[config.mk]
export PLATFORM = sky130hd
export DESIGN_NAME = fetch_sequencer_flat
export DESIGN_NICKNAME = d
export VERILOG_FILES = /design/src/rtl/fetch_sequencer_if.sv /design/src/rtl/fetch_sequencer.sv /design/src/flat_wrapper.sv
export SDC_FILE = /design/constraint.sdc
export NUM_CORES = 1
export LEC_CHECK = 0
export CORE_UTILIZATION = 46
export DETAILED_ROUTE_END_ITERATION = 8
export PLACE_DENSITY = 0.8
export SLEW_MARGIN = 10
export SYNTH_ARGS = -nofsm -noshare
export SYNTH_HDL_FRONTEND = slang
export SYNTH_SLANG_ARGS = --single-unit
[constraint.sdc]
create_clock -name clk -period 2.3 [get_ports clk]
set_input_delay 0.23 -clock clk [delete_from_list [all_inputs] [get_ports clk]]
set_output_delay 0.23 -clock clk [all_outputs]
set_load 0.05 [all_outputs]
[src/rtl/fetch_sequencer_if.sv]
// Bus between the fetch sequencer, the byte-wide instruction memory, IF/ID and the redirect source.
// The master modport is the sequencer side; the slave modport is the memory / pipeline side.
// Width parameter must match the ADDR_W of the fetch_sequencer it connects to.
interface fetch_sequencer_if #(
  parameter int ADDR_W = 32
);
  logic              enable;
  logic [ADDR_W-1:0] mem_addr;
  logic [7:0]        mem_rdata;
  logic              instr_valid;
  logic              instr_ready;
  logic [31:0]       instr;
  logic [ADDR_W-1:0] instr_pc;
  logic              redirect_valid;
  logic [ADDR_W-1:0] redirect_target;
  logic              fetch_fault;

  modport master (
    input  enable,
    output mem_addr,
    input  mem_rdata,
    output instr_valid,
    input  instr_ready,
    output instr,
    output instr_pc,
    input  redirect_valid,
    input  redirect_target,
    output fetch_fault
  );

  modport slave (
    output enable,
    input  mem_addr,
    output mem_rdata,
    input  instr_valid,
    output instr_ready,
    input  instr,
    input  instr_pc,
    output redirect_valid,
    output redirect_target,
    input  fetch_fault
  );
endinterface

[src/rtl/fetch_sequencer.sv]
// Purpose: reads PC..PC+3 from a byte-wide big-endian memory, assembles a 32-bit word, owns the PC.
// Latency: word valid 4 cycles after fetch starts (5 after reset release); 1 word per 5 cycles.
// Backpressure: word, PC and mem_addr held while instr_ready=0; optional FETCH_BOUNDS_CHECK_EN adds FAULT.
module fetch_sequencer #(
  parameter int ADDR_W    = 32,
  parameter int RESET_PC  = 0,
  parameter int MEM_BYTES = 64
) (
  input logic               clk,
  input logic               reset,
  fetch_sequencer_if.master bus
);

  localparam logic [1:0] IDLE  = 2'd0;
  localparam logic [1:0] FETCH = 2'd1;
  localparam logic [1:0] VALID = 2'd2;
  localparam logic [1:0] FAULT = 2'd3;

  // A memory smaller than one instruction cannot hold a program.
  if (MEM_BYTES < 4) begin : g_bad_mem_bytes
    $error("fetch_sequencer: MEM_BYTES must be at least 4");
  end

  logic [1:0]        state;
  logic [ADDR_W-1:0] pc;
  logic [1:0]        byte_cnt;
  logic              instr_valid;
  logic [31:0]       instr;
  logic [ADDR_W-1:0] instr_pc;
  logic              accept;
  logic [ADDR_W-1:0] redirect_pc;
  logic [4:0]        lane_lsb;

  // Byte lane 0 lands in the most significant byte (big-endian).
  assign lane_lsb    = {~byte_cnt, 3'b000};
  assign accept      = instr_valid && bus.instr_ready;
  assign redirect_pc = {bus.redirect_target[ADDR_W-1:2], 2'b00};

  assign bus.mem_addr    = pc + ADDR_W'(byte_cnt);
  assign bus.instr_valid = instr_valid;
  assign bus.instr       = instr;
  assign bus.instr_pc    = instr_pc;

`ifdef FETCH_BOUNDS_CHECK_EN
  logic          fault;
  logic [ADDR_W:0] pc_last;
  logic          out_of_range;

  // One extra bit so a PC near the top of the address space cannot wrap past the limit.
  assign pc_last       = {1'b0, pc} + (ADDR_W+1)'(3);
  assign out_of_range  = pc_last >= (ADDR_W+1)'(MEM_BYTES);
  assign bus.fetch_fault = fault;
`else
  assign bus.fetch_fault = 1'b0;
`endif

  // Sequencer state: reset beats redirect, redirect beats accept, everything else needs enable.
  always_ff @(posedge clk) begin
    if (reset) begin
      state       <= IDLE;
      pc          <= ADDR_W'(RESET_PC);
      byte_cnt    <= 2'd0;
      instr_valid <= 1'b0;
      instr       <= 32'd0;
      instr_pc    <= ADDR_W'(RESET_PC);
`ifdef FETCH_BOUNDS_CHECK_EN
      fault       <= 1'b0;
`endif
    end else if (bus.redirect_valid) begin
      // Pending or partial word is dropped; an accept in this cycle still went to IF/ID.
      pc          <= redirect_pc;
      byte_cnt    <= 2'd0;
      instr_valid <= 1'b0;
      state       <= bus.enable ? FETCH : IDLE;
`ifdef FETCH_BOUNDS_CHECK_EN
      fault       <= 1'b0;
`endif
    end else if (accept) begin
      // Accept completes even while stalled; the next fetch then waits for enable.
      instr_valid <= 1'b0;
      pc          <= pc + ADDR_W'(4);
      byte_cnt    <= 2'd0;
      state       <= FETCH;
    end else if (bus.enable) begin
      case (state)
        IDLE: begin
          state <= FETCH;
        end
        FETCH: begin
`ifdef FETCH_BOUNDS_CHECK_EN
          if (byte_cnt == 2'd0 && out_of_range) begin
            state <= FAULT;
            fault <= 1'b1;
          end else begin
`else
          begin
`endif
            instr[lane_lsb +: 8] <= bus.mem_rdata;
            byte_cnt             <= byte_cnt + 2'd1;
            if (byte_cnt == 2'd3) begin
              state       <= VALID;
              instr_valid <= 1'b1;
              instr_pc    <= pc;
            end
          end
        end
        VALID: begin
          state <= VALID;
        end
        FAULT: begin
          state <= FAULT;
        end
        default: begin
          state <= IDLE;
        end
      endcase
    end
  end

endmodule
[src/flat_wrapper.sv]
// flat-port wrapper written by rule: the top's interface ports become plain ports
module fetch_sequencer_flat 
#(
  parameter int ADDR_W    = 32,
  parameter int RESET_PC  = 0,
  parameter int MEM_BYTES = 64
)
  (clk, reset, bus_enable, bus_mem_addr, bus_mem_rdata, bus_instr_valid, bus_instr_ready, bus_instr, bus_instr_pc, bus_redirect_valid, bus_redirect_target, bus_fetch_fault);
  fetch_sequencer_if #(.ADDR_W(ADDR_W)) bus_i ();
  input logic clk;
  input logic reset;
  input wire logic [$bits(bus_i.enable)-1:0] bus_enable;
  output wire logic [$bits(bus_i.mem_addr)-1:0] bus_mem_addr;
  input wire logic [$bits(bus_i.mem_rdata)-1:0] bus_mem_rdata;
  output wire logic [$bits(bus_i.instr_valid)-1:0] bus_instr_valid;
  input wire logic [$bits(bus_i.instr_ready)-1:0] bus_instr_ready;
  output wire logic [$bits(bus_i.instr)-1:0] bus_instr;
  output wire logic [$bits(bus_i.instr_pc)-1:0] bus_instr_pc;
  input wire logic [$bits(bus_i.redirect_valid)-1:0] bus_redirect_valid;
  input wire logic [$bits(bus_i.redirect_target)-1:0] bus_redirect_target;
  output wire logic [$bits(bus_i.fetch_fault)-1:0] bus_fetch_fault;
  assign bus_i.enable = bus_enable;
  assign bus_mem_addr = bus_i.mem_addr;
  assign bus_i.mem_rdata = bus_mem_rdata;
  assign bus_instr_valid = bus_i.instr_valid;
  assign bus_i.instr_ready = bus_instr_ready;
  assign bus_instr = bus_i.instr;
  assign bus_instr_pc = bus_i.instr_pc;
  assign bus_i.redirect_valid = bus_redirect_valid;
  assign bus_i.redirect_target = bus_redirect_target;
  assign bus_fetch_fault = bus_i.fetch_fault;
  fetch_sequencer #(.ADDR_W(ADDR_W), .RESET_PC(RESET_PC), .MEM_BYTES(MEM_BYTES)) u_core (.clk(clk), .reset(reset), .bus(bus_i));
endmodule
# Yosys cells after proc, flatten, opt, wreduce, memory -nomap -nowiden
# Index checks and enable logic that the tools add are counted.
# op_classes
reduce_logical	11
addsub	4
n_mux	9
n_eq_ne	5
shift	2
bitwise	3
# op_table
operator	count
two-way mux 32 bit	2
adder 32 x 2 -> 32 bit	1
adder 32 x 3 -> 32 bit (second input constant)	1
bitwise mux 32 bit	1
variable shift 8 x 7 -> 32 bit (first input constant)	1
indexed part select 8 x 7 -> 32 bit	1
two-way mux 2 bit	4
case mux 2 bit (4 select lines)	1
negator 5 -> 7 bit	1
== test 2 bit (second input constant)	3
AND reduction 5 bit	1
!= test 4 x 2 -> 1 bit (second input constant)	1
AND reduction 2 bit	2
AND reduction 4 bit	1
AND reduction 3 bit	1
nonzero test 3 bit	1
OR reduction 3 bit	1
adder 2 x 1 -> 2 bit (second input constant)	1
== test 2 x 1 -> 1 bit (second input constant)	1
zero test 2 bit	1
NOT 1 bit	2
NOT 2 bit	1
nonzero test 2 bit	1
OR reduction 2 bit	1
other kinds (2)	2
# word_totals
out_inout_bits	98
inputBits	45
elab_cells	41
regBits	101

# Logic depth before layout (Yosys ltp)
# Gate-level depths: netlist of the first run.
# logic_depth
word_depth	6
ltp_mapped	8
mapped_depth_nobuf	6

# Worst setup path before layout of the first run
# No wires, ideal clock.
# synth_timing
path_type	flip-flop to flip-flop
start	register u_core.pc[11]
end	register u_core.pc[25]
t_required_ps	2158
arrival_time_ps	2091
setup_slack_ps	67
period_less_slack_ps	2233
setup_time_ps	142
stages_incl_launch_ff	6
path_buffers	1
cell_sequence	dfxtp_1 > nand4_1 > clkbuf_1 > or4_2 > o21ai_0 > a311oi_1
# synth_via
elab_chain_cells	3
# synth_rtl
item	line_no	source
from (decl)	fetch_sequencer.sv:25	logic [ADDR_W-1:0] pc;
from (signal assigned)	fetch_sequencer.sv:61	pc <= ADDR_W'(RESET_PC);
from (signal assigned)	fetch_sequencer.sv:71	pc <= redirect_pc;
from (signal assigned)	fetch_sequencer.sv:81	pc <= pc + ADDR_W'(4);
adder 32 x 3 -> 32 bit	fetch_sequencer.sv:81	
two-way mux 32 bit	fetch_sequencer.sv:78	end else if (accept) begin
two-way mux 32 bit	fetch_sequencer.sv:69	end else if (bus.redirect_valid) begin
# No other way between the ends. The select of a mux whose other input is x is not followed.
# A chain may end at the register's enable or synchronous reset.

# Worst setup path in the final report of the first run
# layout_timing
start	register u_core.pc[13]
end	register u_core.pc[24]
# Same word-level chain as after synthesis.

==> results of run 1 <==
-- cell type report --
type | instances | area (um^2)
Clock buffer | 9 | 123.9
Multi-Input combinational cell | 388 | 2145
Sequential cell | 97 | 1942
Fill cell | 745 | 2815
Tap cell | 108 | 135.1
Clock inverter | 7 | 78.83
Inverter | 14 | 52.55
Timing Repair Buffer | 168 | 1599
-- state kept, by name, indices dropped and copies added (netlist names) --
name                    flops
u_core.bus.instr           32
u_core.bus.instr_pc        30
u_core.pc                  30
u_core.byte_cnt             2
u_core.state                2
u_core.bus.instr_valid      1
-- per-stage QoR --
stage               hold WS (ps)  util [%]  area, um^2
detailed placement         447.1     66.06        5873
global placement           438.1     66.06        5873
finish                     424.1     68.34        6076
global route               439.7     68.34        6076
floorplan                  374.6         -        4317
CTS                        424.2     68.34        6076
-- power breakdown --
part	total [mW]	switching, mW	internal, mW
Clock	1.15	0.632	0.514
Sequential	1.77	0.0542	1.72
Combinational	0.512	0.309	0.202
-- cell usage in the layout, fill, tap and decap left out, drive strengths merged, types with 2 or more instances in the layout --
cell type	instances
o21ai	9
clkinv	2
xor2	6
o31ai	10
nor2	30
nor3b	3
clkinvlp	2
ha	8
and2	2
nand4	11
nand3	51
conb	3
a221oi	2
and3	6
buf	32
or4	10
a21oi	69
clkbuf	9
or3	7
clkdlybuf4s50	136
nor3	4
nand2	108
and4	6
xnor2	3
a311oi	17
inv	16
dfxtp	97
a211oi	8
nor4	3
-- routing by layer --
layer | global-route usage [%] | vias to the layer above
met5 | 0 | -
met4 | 8.152 | 0
met3 | 5.106 | 18
met2 | 44.27 | 179
met1 | 31.09 | 2099
li1 | - | 2184
-- worst max-delay path by stage --
stage	start	end	slack (ps)	cells past startpoint
after CTS	u_core.pc[13]	u_core.pc[24]	180	4
after global placement	bus_instr_ready	u_core.pc[31]	130	5
after detailed placement	bus_instr_ready	u_core.pc[31]	50	5
after floorplan	u_core.pc[11]	u_core.pc[25]	70	5
final	u_core.pc[13]	u_core.pc[24]	180	4
after global routing	u_core.pc[13]	u_core.pc[24]	60	4
-- cell families after synthesis --
family                   share of synthesized area [%]
multiplexers                                    0.4936
AO/OA/AOI/OAI                                    17.22
other                                          0.08702
XOR/XNOR                                         1.829
flip-flops                                       45.06
AND/OR/NAND/NOR                                  27.64
adder cells (fa/ha/maj)                          2.323
buffers and inverters                            5.342
-- worst max-delay path, cell delays in order, from the launching register on --
cell,delay (ps)
dfxtp_1,420
nand4_1,250
or3_1,560
or4_1,510
a311oi_1,290
==> summary.md, run 1 <==
| Metric | Value |
|---|---|
| Status | finished clean |
| Worst slew pin tran | 849.9 ps |
| Top post-synthesis cells by count | nand2_1, dfxtp_1, a21oi_1 |
| Nets | 731 |
| Clock Path Buffers | 2 |
| Dpl cells | 775 |
| GRT Util Overall | 25.29% |
| Count leader, synth | nand2_1 |
| Cts hold-fix bufs | 0 |
| Met2 wire length | 5.989 mm |
| Crit Path Max Fanout | 8 |
| Io pins | 143 |
| Area of the die | 9758 um^2 |
| Required @ worst endpoint | 2570 ps |
| DR pass1 iterations | 4 |
| Max Cap Viol | 0 |
| Pwr Total | 3.433 mW |
| Total grt overflow | 0 |
| Setup TNS | 0 ps |
| Asr flop ratio synth | 0% |
| Clk_skew | 8.017 ps |
| First-pass GRT wire length | 19.98 mm |
| H-tree levels | 3 |
| Share of layout cells above drive strength 1 | 8.346% |
| VDD IR-drop max | 0.0004202 V |
| Endpoints failing setup | 0 |
| Number of core rows | 34 |
| Dominant cell type by area after synthesis | dfxtp_1 |
| Syn Area/Cell | 7.995 um^2 |
| Port buffer count | 137 |
| CTS Buf Count | 9 |
| Cell area power density | 565.0 nW/um^2 |
| Ratio of final minimum period to clock period | 92.18% |
| Clock tree sinks | 97 |
| Hold Path Cell Cnt | 3 |
| GP Congestion | 0.8601 |
| Initial Util | 48.47% |
| Worst hold path class | in2reg |
| Fmax | 471.7 MHz |
| Drt total wl | 12.29 mm |
| DRT met1 WL | 5.265 mm |
| Post-synth EDFFs | 0 |
| Vias/cell | 5.664 |
| Hold Path Sink | u_core.pc[2] |
| PnR worst setup slack | 179.9 ps |
| RSZ-0062 raised after global routing | false |
| Clock Latency Late Sink | 360 ps |
| Top FF cell, synth | dfxtp_1 |
| Yosys cell types | 46 |
| Syn. warnings | 0 |
| Vias after detailed routing | 4,480 |
| Die Width | 98.79 um |
| Hold Vio Cnt, Final | 0 |
| Number of remaining DRC errors | 0 |
| Category of the most critical setup path | reg2reg |
| Static Leak | 2.069 nW |
| Largest net degree at the start of global routing | 46 |
| Root buffer cell | clkbuf_8 |
| Post-CTS Setup Repair Bufs | 0 |
| Type of element launching the critical path | flop |
| Synth Instances | 539 |
| Reg2Reg Depth | 4 |
| Clock-pin slew on the worst setup and hold paths | 100 ps |
| Initial antenna violation count | 0 |
| Ant. Diodes | 0 |
| Placement Setup Slack | 50.92 ps |
| Critical Path End Type | flop |
| Sequential area share after synthesis | 45.06% |
| Max layer used | met4 |
| R2R Path Start | u_core.pc[13] |
| Final non-filler cell total | 791 |
| Fin. max-slew vios | 0 |
| Core area | 8891 um^2 |
| WL per Instance | 15.54 um |
| Worst rel slew slack | 43.34% |
| WL met3 | 860 um |
| #FFs+latches synth | 97 |
| Synth Cell Area | 4309 um^2 |
| R2r setup slk | 180 ps |
| CTS tree | done |
| Cts repair resizes | 0 |
| Top cells by area, synth | dfxtp_1, nand2_1, a21oi_1 |
| Vias in the first global route | 4,263 |
| Final ANT Viol Nets | 0 |
| Critical Path AT | 2390 ps |
| Hold Crit Start | bus_redirect_target[2] |
| Iter 0 DRT Violations | 161 |
| Area Overhead vs Synth | 41.00% |
| R2R Path End | u_core.pc[24] |
| Min cycle time layout | 2120 ps |
| Die Ht | 98.79 um |
| Dpl hpwl | 8.992 mm |
| Post-synth top area share | 45.06% |
No activity file was read; power rests on OpenSTA's default activity.
==> run 2: changes to the inputs <==
- CELL_PAD_IN_SITES_DETAIL_PLACEMENT: not set -> 1
- CELL_PAD_IN_SITES_GLOBAL_PLACEMENT: not set -> 1
- CORE_UTILIZATION: 46 -> 33
==> summary.md, run 2 (synthesis results as in run 1) <==
| Metric | Value |
|---|---|
| Initial antenna violation count | 1 (was 0) |
| Met2 wire length | 7.308 mm (was 5.989 mm) |
| Static Leak | 2.128 nW (was 2.069 nW) |
| DR pass1 iterations | 4 (unchanged) |
| GP Congestion | 0.7821 (was 0.8601) |
| Dpl hpwl | 10.39 mm (was 8.992 mm) |
| CTS Buf Count | 9 (unchanged) |
| Pwr Total | 3.963 mW (was 3.433 mW) |
| Ant. Diodes | 0 (unchanged) |
| Cell area power density | 630.1 nW/um^2 (was 565.0 nW/um^2) |
| Worst hold path class | in2reg (unchanged) |
| Endpoints failing setup | 0 (unchanged) |
| Area of the die | 13,520 um^2 (was 9758 um^2) |
| Category of the most critical setup path | reg2reg (unchanged) |
| Critical Path AT | 2320 ps (was 2390 ps) |
| Initial Util | 34.01% (was 48.47%) |
| Vias in the first global route | 4,595 (was 4,263) |
| Seq. cell area | 1942 um^2 (unchanged) |
| H-tree levels | 3 (unchanged) |
| Area Overhead vs Synth | 45.96% (was 41.00%) |
| Multi-input logic area | 2145 um^2 (unchanged) |
| Worst path buffer plus inverter count | 0 (unchanged) |
| Crit Path Max Fanout | 6 (was 8) |
| Most common cell after layout, fill and taps aside | clkdlybuf4s50_1 (unchanged) |
| Total grt overflow | 0 (unchanged) |
| Fmax | 483.4 MHz (was 471.7 MHz) |
| Nets | 729 (was 731) |
| Slowest stage delay, CP | 620 ps (was 560 ps) |
| CP top delay family | simple AND/OR/NAND/NOR gates (unchanged) |
| Vias after detailed routing | 4,451 (was 4,480) |
| Number of remaining DRC errors | 0 (unchanged) |
| Root buffer cell | clkbuf_16 (was clkbuf_8) |
| Type of element launching the critical path | flop (unchanged) |
| Setup TNS | 0 ps (unchanged) |
| Drt total wl | 14.43 mm (was 12.29 mm) |
| WL met3 | 764 um (was 860 um) |
| Worst slew pin tran | 804.4 ps (was 849.9 ps) |
| Number of core rows | 41 (was 34) |
| Max Cap Viol | 0 (unchanged) |
| Io pins | 143 (unchanged) |
| Status | finished clean (unchanged) |
| Largest register by flop count | u_core.bus.instr (unchanged) |
| Cts repair resizes | 0 (unchanged) |
| Most frequent cells in the layout | clkdlybuf4s50_1, nand2_1, dfxtp_1 (unchanged) |
| Post-CTS Setup Repair Bufs | 0 (unchanged) |
| CTS tree | done (unchanged) |
| Core area | 12,670 um^2 (was 8891 um^2) |
| Clk_skew | 5.892 ps (was 8.017 ps) |
| Biggest registers after layout | u_core.bus.instr x32, u_core.bus.instr_pc x30, u_core.pc x30 (unchanged) |
| Largest net degree at the start of global routing | 72 (was 46) |
| Final Util | 49.64% (was 68.34%) |
| Iter 0 DRT Violations | 218 (was 161) |
| Worst rel slew slack | 46.37% (was 43.34%) |
| Die Width | 116.3 um (was 98.79 um) |
| Hold Vio Cnt, Final | 0 (unchanged) |
| Clock Latency Late Sink | 350 ps (was 360 ps) |
| RSZ-0062 raised after global routing | false (unchanged) |
| Cts hold-fix bufs | 0 (unchanged) |
| Critical Path End Type | flop (unchanged) |
| Critical path's slowest cell | or4_4 (was or3_1) |
| VDD IR-drop max | 0.0002866 V (was 0.0004202 V) |
| Fin. max-slew vios | 0 (unchanged) |
| Clock tree sinks | 97 (unchanged) |
| Clock Path Buffers | 2 (unchanged) |
| Vias/cell | 5.218 (was 5.664) |
| First-pass GRT wire length | 22.85 mm (was 19.98 mm) |
| DRT met1 WL | 6.045 mm (was 5.265 mm) |
| Die Ht | 116.3 um (was 98.79 um) |
| Required @ worst endpoint | 2550 ps (was 2570 ps) |
| Worst-path cell chain | nand4_1, or4_4, or4_1, a311oi_1 (was nand4_1, or3_1, or4_1, a311oi_1) |
| Min cycle time layout | 2069 ps (was 2120 ps) |
| Ratio of final minimum period to clock period | 89.94% (was 92.18%) |
| GRT Util Overall | 22.05% (was 25.29%) |
| Fillers | 1,530 (was 745) |
| Clock-pin slew on the worst setup and hold paths | 60 ps (was 100 ps) |
| WL per Instance | 16.91 um (was 15.54 um) |
| Fin Hold WS | 419.8 ps (was 424.1 ps) |
| Share of layout cells above drive strength 1 | 7.636% (was 8.346%) |
| Final ANT Viol Nets | 0 (unchanged) |
| Port buffer count | 137 (unchanged) |
| Max reg flops | 32 (unchanged) |
| Max layer used | met5 (was met4) |
## run 2: cell types whose count changed in the layout (fill, tap and decap cells not counted), sizes merged
| cell | previous run | this run |
|---|---|---|
| clkinv | 2 | 0 |
| clkbuf | 9 | 14 |
| clkinvlp | 2 | 0 |
| bufinv | 1 | 2 |
| inv | 16 | 14 |
| buf | 32 | 30 |
## run 2: final timing paths
path,from,endpoint,slack (ps),cells past startpoint
max reg2reg,u_core.pc[13],u_core.pc[28],230,4
min reg2reg,u_core.bus.instr[2],u_core.bus.instr[2],450,2
min,reset,u_core.bus.instr_pc[27],420,2
max,u_core.pc[13],u_core.pc[28],230,4
## run 2: per-stage QoR
step	cell area, um^2	worst slack, ps	instances
detailed placement	5966	127.3	837
CTS	6290	202.2	853
global placement	5966	173.0	837
floorplan	4317	67.01	541
global route	6290	7.285	853
finish	6290	231.4	853
## run 2: layout make-up
type,instances,area share (%)
Tap cell,172,3.422
Clock inverter,2,0.9548
Sequential cell,97,30.87
Clock buffer,14,4.197
Multi-Input combinational cell,388,34.10
Inverter,14,0.8355
Timing Repair Buffer,166,25.62
## run 2: power breakdown
| part | leakage, nW | internal [mW] | switching (mW) |
|---|---|---|---|
| combinational | 1.18 | 0.206 | 0.324 |
| sequential | 0.789 | 1.72 | 0.0516 |
| clock | 0.157 | 1.01 | 0.646 |
| total | 2.13 | 2.94 | 1.02 |
## run 2: metal layers
metal | global-route usage [%] | vias up
met5 | 0 | -
met4 | 9.060 | 2
met3 | 4.826 | 22
met2 | 39.01 | 110
met1 | 25.70 | 2151
li1 | - | 2166
==> run 3: changes to the inputs <==
- PLACE_DENSITY: 0.8 -> not set
- PLACE_DENSITY_LB_ADDON: not set -> 0.2
==> summary.md, run 3 (synthesis results as in run 1) <==
| Metric | Value |
|---|---|
| Clock Latency Late Sink | 350 ps (about the same) |
| Die Width | 116.3 um (unchanged) |
| CP endpoint | u_core.pc[26] (was u_core.pc[28]) |
| Static Leak | 2.150 nW (was 2.128 nW) |
| Critical Path End Type | flop (unchanged) |
| Int Power | 2.835 mW (was 2.942 mW) |
| Port buffer count | 137 (unchanged) |
| Crit Path Max Fanout | 6 (unchanged) |
| R2R Path End | u_core.pc[26] (was u_core.pc[28]) |
| CTS Buf Count | 9 (unchanged) |
| WL met3 | 548 um (was 764 um) |
| Clock power share | 40.4% (was 41.9%) |
| Hold Vio Cnt, Final | 0 (unchanged) |
| Core area | 12,670 um^2 (unchanged) |
| Total grt overflow | 0 (unchanged) |
| GRT Util Overall | 21.75% (was 22.05%) |
| DR pass1 iterations | 4 (unchanged) |
| Fillers | 1,558 (was 1,530) |
| Max layer used | met4 (was met5) |
| Number of core rows | 41 (unchanged) |
| Cts hold-fix bufs | 0 (unchanged) |
| Initial Util | 34.01% (unchanged) |
| Vias/cell | 5.199 (was 5.218) |
| Iter 0 DRT Violations | 239 (was 218) |
| Max reg flops | 32 (unchanged) |
| Combinational group share of total power | 13.9% (was 13.4%) |
| Worst-path cell chain | nand4_1, or4_4, or4_1, a311oi_1 (unchanged) |
| Seq pwr share | 45.7% (was 44.7%) |
| Status | finished clean (unchanged) |
| Category of the most critical setup path | reg2reg (unchanged) |
| Fin. max-slew vios | 0 (unchanged) |
| Critical Path AT | 2350 ps (was 2320 ps) |
| Worst hold path class | in2reg (unchanged) |
| H-tree levels | 3 (unchanged) |
| Final ANT Viol Nets | 0 (unchanged) |
| Worst rel slew slack | 57.39% (was 46.37%) |
| R2R Path Start | u_core.pc[14] (was u_core.pc[13]) |
| Nets | 736 (was 729) |
| Dpl hpwl | 10.33 mm (was 10.39 mm) |
| Post-CTS Setup Repair Bufs | 0 (unchanged) |
| Max Cap Viol | 0 (unchanged) |
| Clock tree sinks | 97 (unchanged) |
| Clock Path Buffers | 2 (unchanged) |
| Fmax | 477.9 MHz (was 483.4 MHz) |
| Biggest registers after layout | u_core.bus.instr x32, u_core.bus.instr_pc x30, u_core.pc x30 (unchanged) |
| Sw power | 1.031 mW (was 1.021 mW) |
| Ant. Diodes | 0 (unchanged) |
| First-pass GRT wire length | 22.76 mm (was 22.85 mm) |
| Vias after detailed routing | 4,471 (was 4,451) |
| Share of layout cells above drive strength 1 | 8.866% (was 7.636%) |
| Required @ worst endpoint | 2550 ps (about the same) |
| PnR worst setup slack | 207.6 ps (was 231.4 ps) |
| Largest register by flop count | u_core.bus.instr (unchanged) |
| Min cycle time layout | 2092 ps (was 2069 ps) |
| Die Ht | 116.3 um (unchanged) |
| VDD IR-drop max | 0.0002715 V (was 0.0002866 V) |
| Critical path's slowest cell | or4_4 (unchanged) |
| Switching Fraction | 26.68% (was 25.76%) |
| Reg2Reg Depth | 4 (unchanged) |
| Clock-pin slew on the worst setup and hold paths | 70 ps (was 60 ps) |
| Initial antenna violation count | 0 (was 1) |
| Slowest stage delay, CP | 640 ps (was 620 ps) |
| Fin Hold WS | 377.6 ps (was 419.8 ps) |
| GP Congestion | 0.7817 (was 0.7821) |
| Largest net degree at the start of global routing | 53 (was 72) |
| Placement Setup Slack | 76.23 ps (was 127.3 ps) |
| RSZ-0062 raised after global routing | false (unchanged) |
| Io pins | 143 (unchanged) |
| Pwr Total | 3.867 mW (was 3.963 mW) |
| R2r setup slk | 210 ps (was 230 ps) |
| Worst slew pin tran | 633.4 ps (was 804.4 ps) |
| Ratio of final minimum period to clock period | 90.97% (was 89.94%) |
| Most frequent cells in the layout | clkdlybuf4s50_1, nand2_1, dfxtp_1 (unchanged) |
| Met2 wire length | 7.253 mm (was 7.308 mm) |
| Vias in the first global route | 4,575 (was 4,595) |
| Crit path launch | u_core.pc[14] (was u_core.pc[13]) |
| Clk_skew | 6.312 ps (was 5.892 ps) |
| Setup TNS | 0 ps (unchanged) |
| Most common cell after layout, fill and taps aside | clkdlybuf4s50_1 (unchanged) |
| CTS tree | done (unchanged) |
| Area of the die | 13,520 um^2 (unchanged) |
| Drt total wl | 14.22 mm (was 14.43 mm) |
| WL per Instance | 16.53 um (was 16.91 um) |
| Area Overhead vs Synth | 46.52% (was 45.96%) |
| Cts repair resizes | 0 (unchanged) |
| Root buffer cell | clkbuf_16 (unchanged) |
| Type of element launching the critical path | flop (unchanged) |
| Cell area power density | 612.4 nW/um^2 (was 630.1 nW/um^2) |
| Endpoints failing setup | 0 (unchanged) |
| Number of remaining DRC errors | 0 (unchanged) |
| DRT met1 WL | 6.170 mm (was 6.045 mm) |
## run 3: worst min-delay path by stage
stage,end,cells past startpoint,start
2_1_floorplan,u_core.pc[2],2,bus_redirect_target[2]
3_3_place_gp,u_core.bus.instr[26],2,u_core.bus.instr[26]
3_5_place_dp,u_core.bus.instr[30],2,u_core.bus.instr[30]
4_1_cts,u_core.bus.instr[25],2,reset
5_1_grt,u_core.bus.instr[29],2,reset
6_report,u_core.bus.instr[29],2,reset
## run 3: metrics by stage
stage / instance area (um^2) / cells / util (%)
after floorplan: 4317 / 541 / -
after global routing: 6314 / 860 / 49.83
after CTS: 6314 / 860 / 49.83
after detailed placement: 6006 / 844 / 47.40
final: 6314 / 860 / 49.83
after global placement: 6006 / 844 / 47.40
## run 3: power groups by stage
stage / Combinational, mW / Sequential [mW] / Clock, mW
after floorplan: 0.151 / 1.95 / 0
after global placement: 0.526 / 1.80 / 0
after detailed placement: 0.538 / 1.81 / 0
after CTS: 0.540 / 1.77 / 1.60
after global routing: 0.570 / 1.77 / 1.67
final: 0.537 / 1.77 / 1.56
## run 3: cell type report
| type | instances | area, um^2 | share of cell area [%] |
|---|---|---|---|
| inverters | 14 | 52.55 | 0.8323 |
| clock buffers | 12 | 256.5 | 4.063 |
| repair buffers | 173 | 1652 | 26.16 |
| multi-input cells | 388 | 2145 | 33.97 |
| clock inverters | 4 | 51.30 | 0.8125 |
| well taps | 172 | 215.2 | 3.409 |
| flip-flops and latches | 97 | 1942 | 30.76 |
## run 3: per-layer routing
| layer | vias to the layer above | GRT usage (%) |
|---|---|---|
| li1 | 2187 | - |
| met1 | 2165 | 25.23 |
| met2 | 104 | 39.49 |
| met3 | 15 | 3.996 |
| met4 | 0 | 8.291 |
| met5 | - | 0 |
## run 3: worst max-delay path: cells and delay by family, from the launching register on
| family | cells | cell delay, ps |
|---|---|---|
| simple gates | 3 | 1310 |
| compound gates | 1 | 280 |
| flops | 1 | 400 |
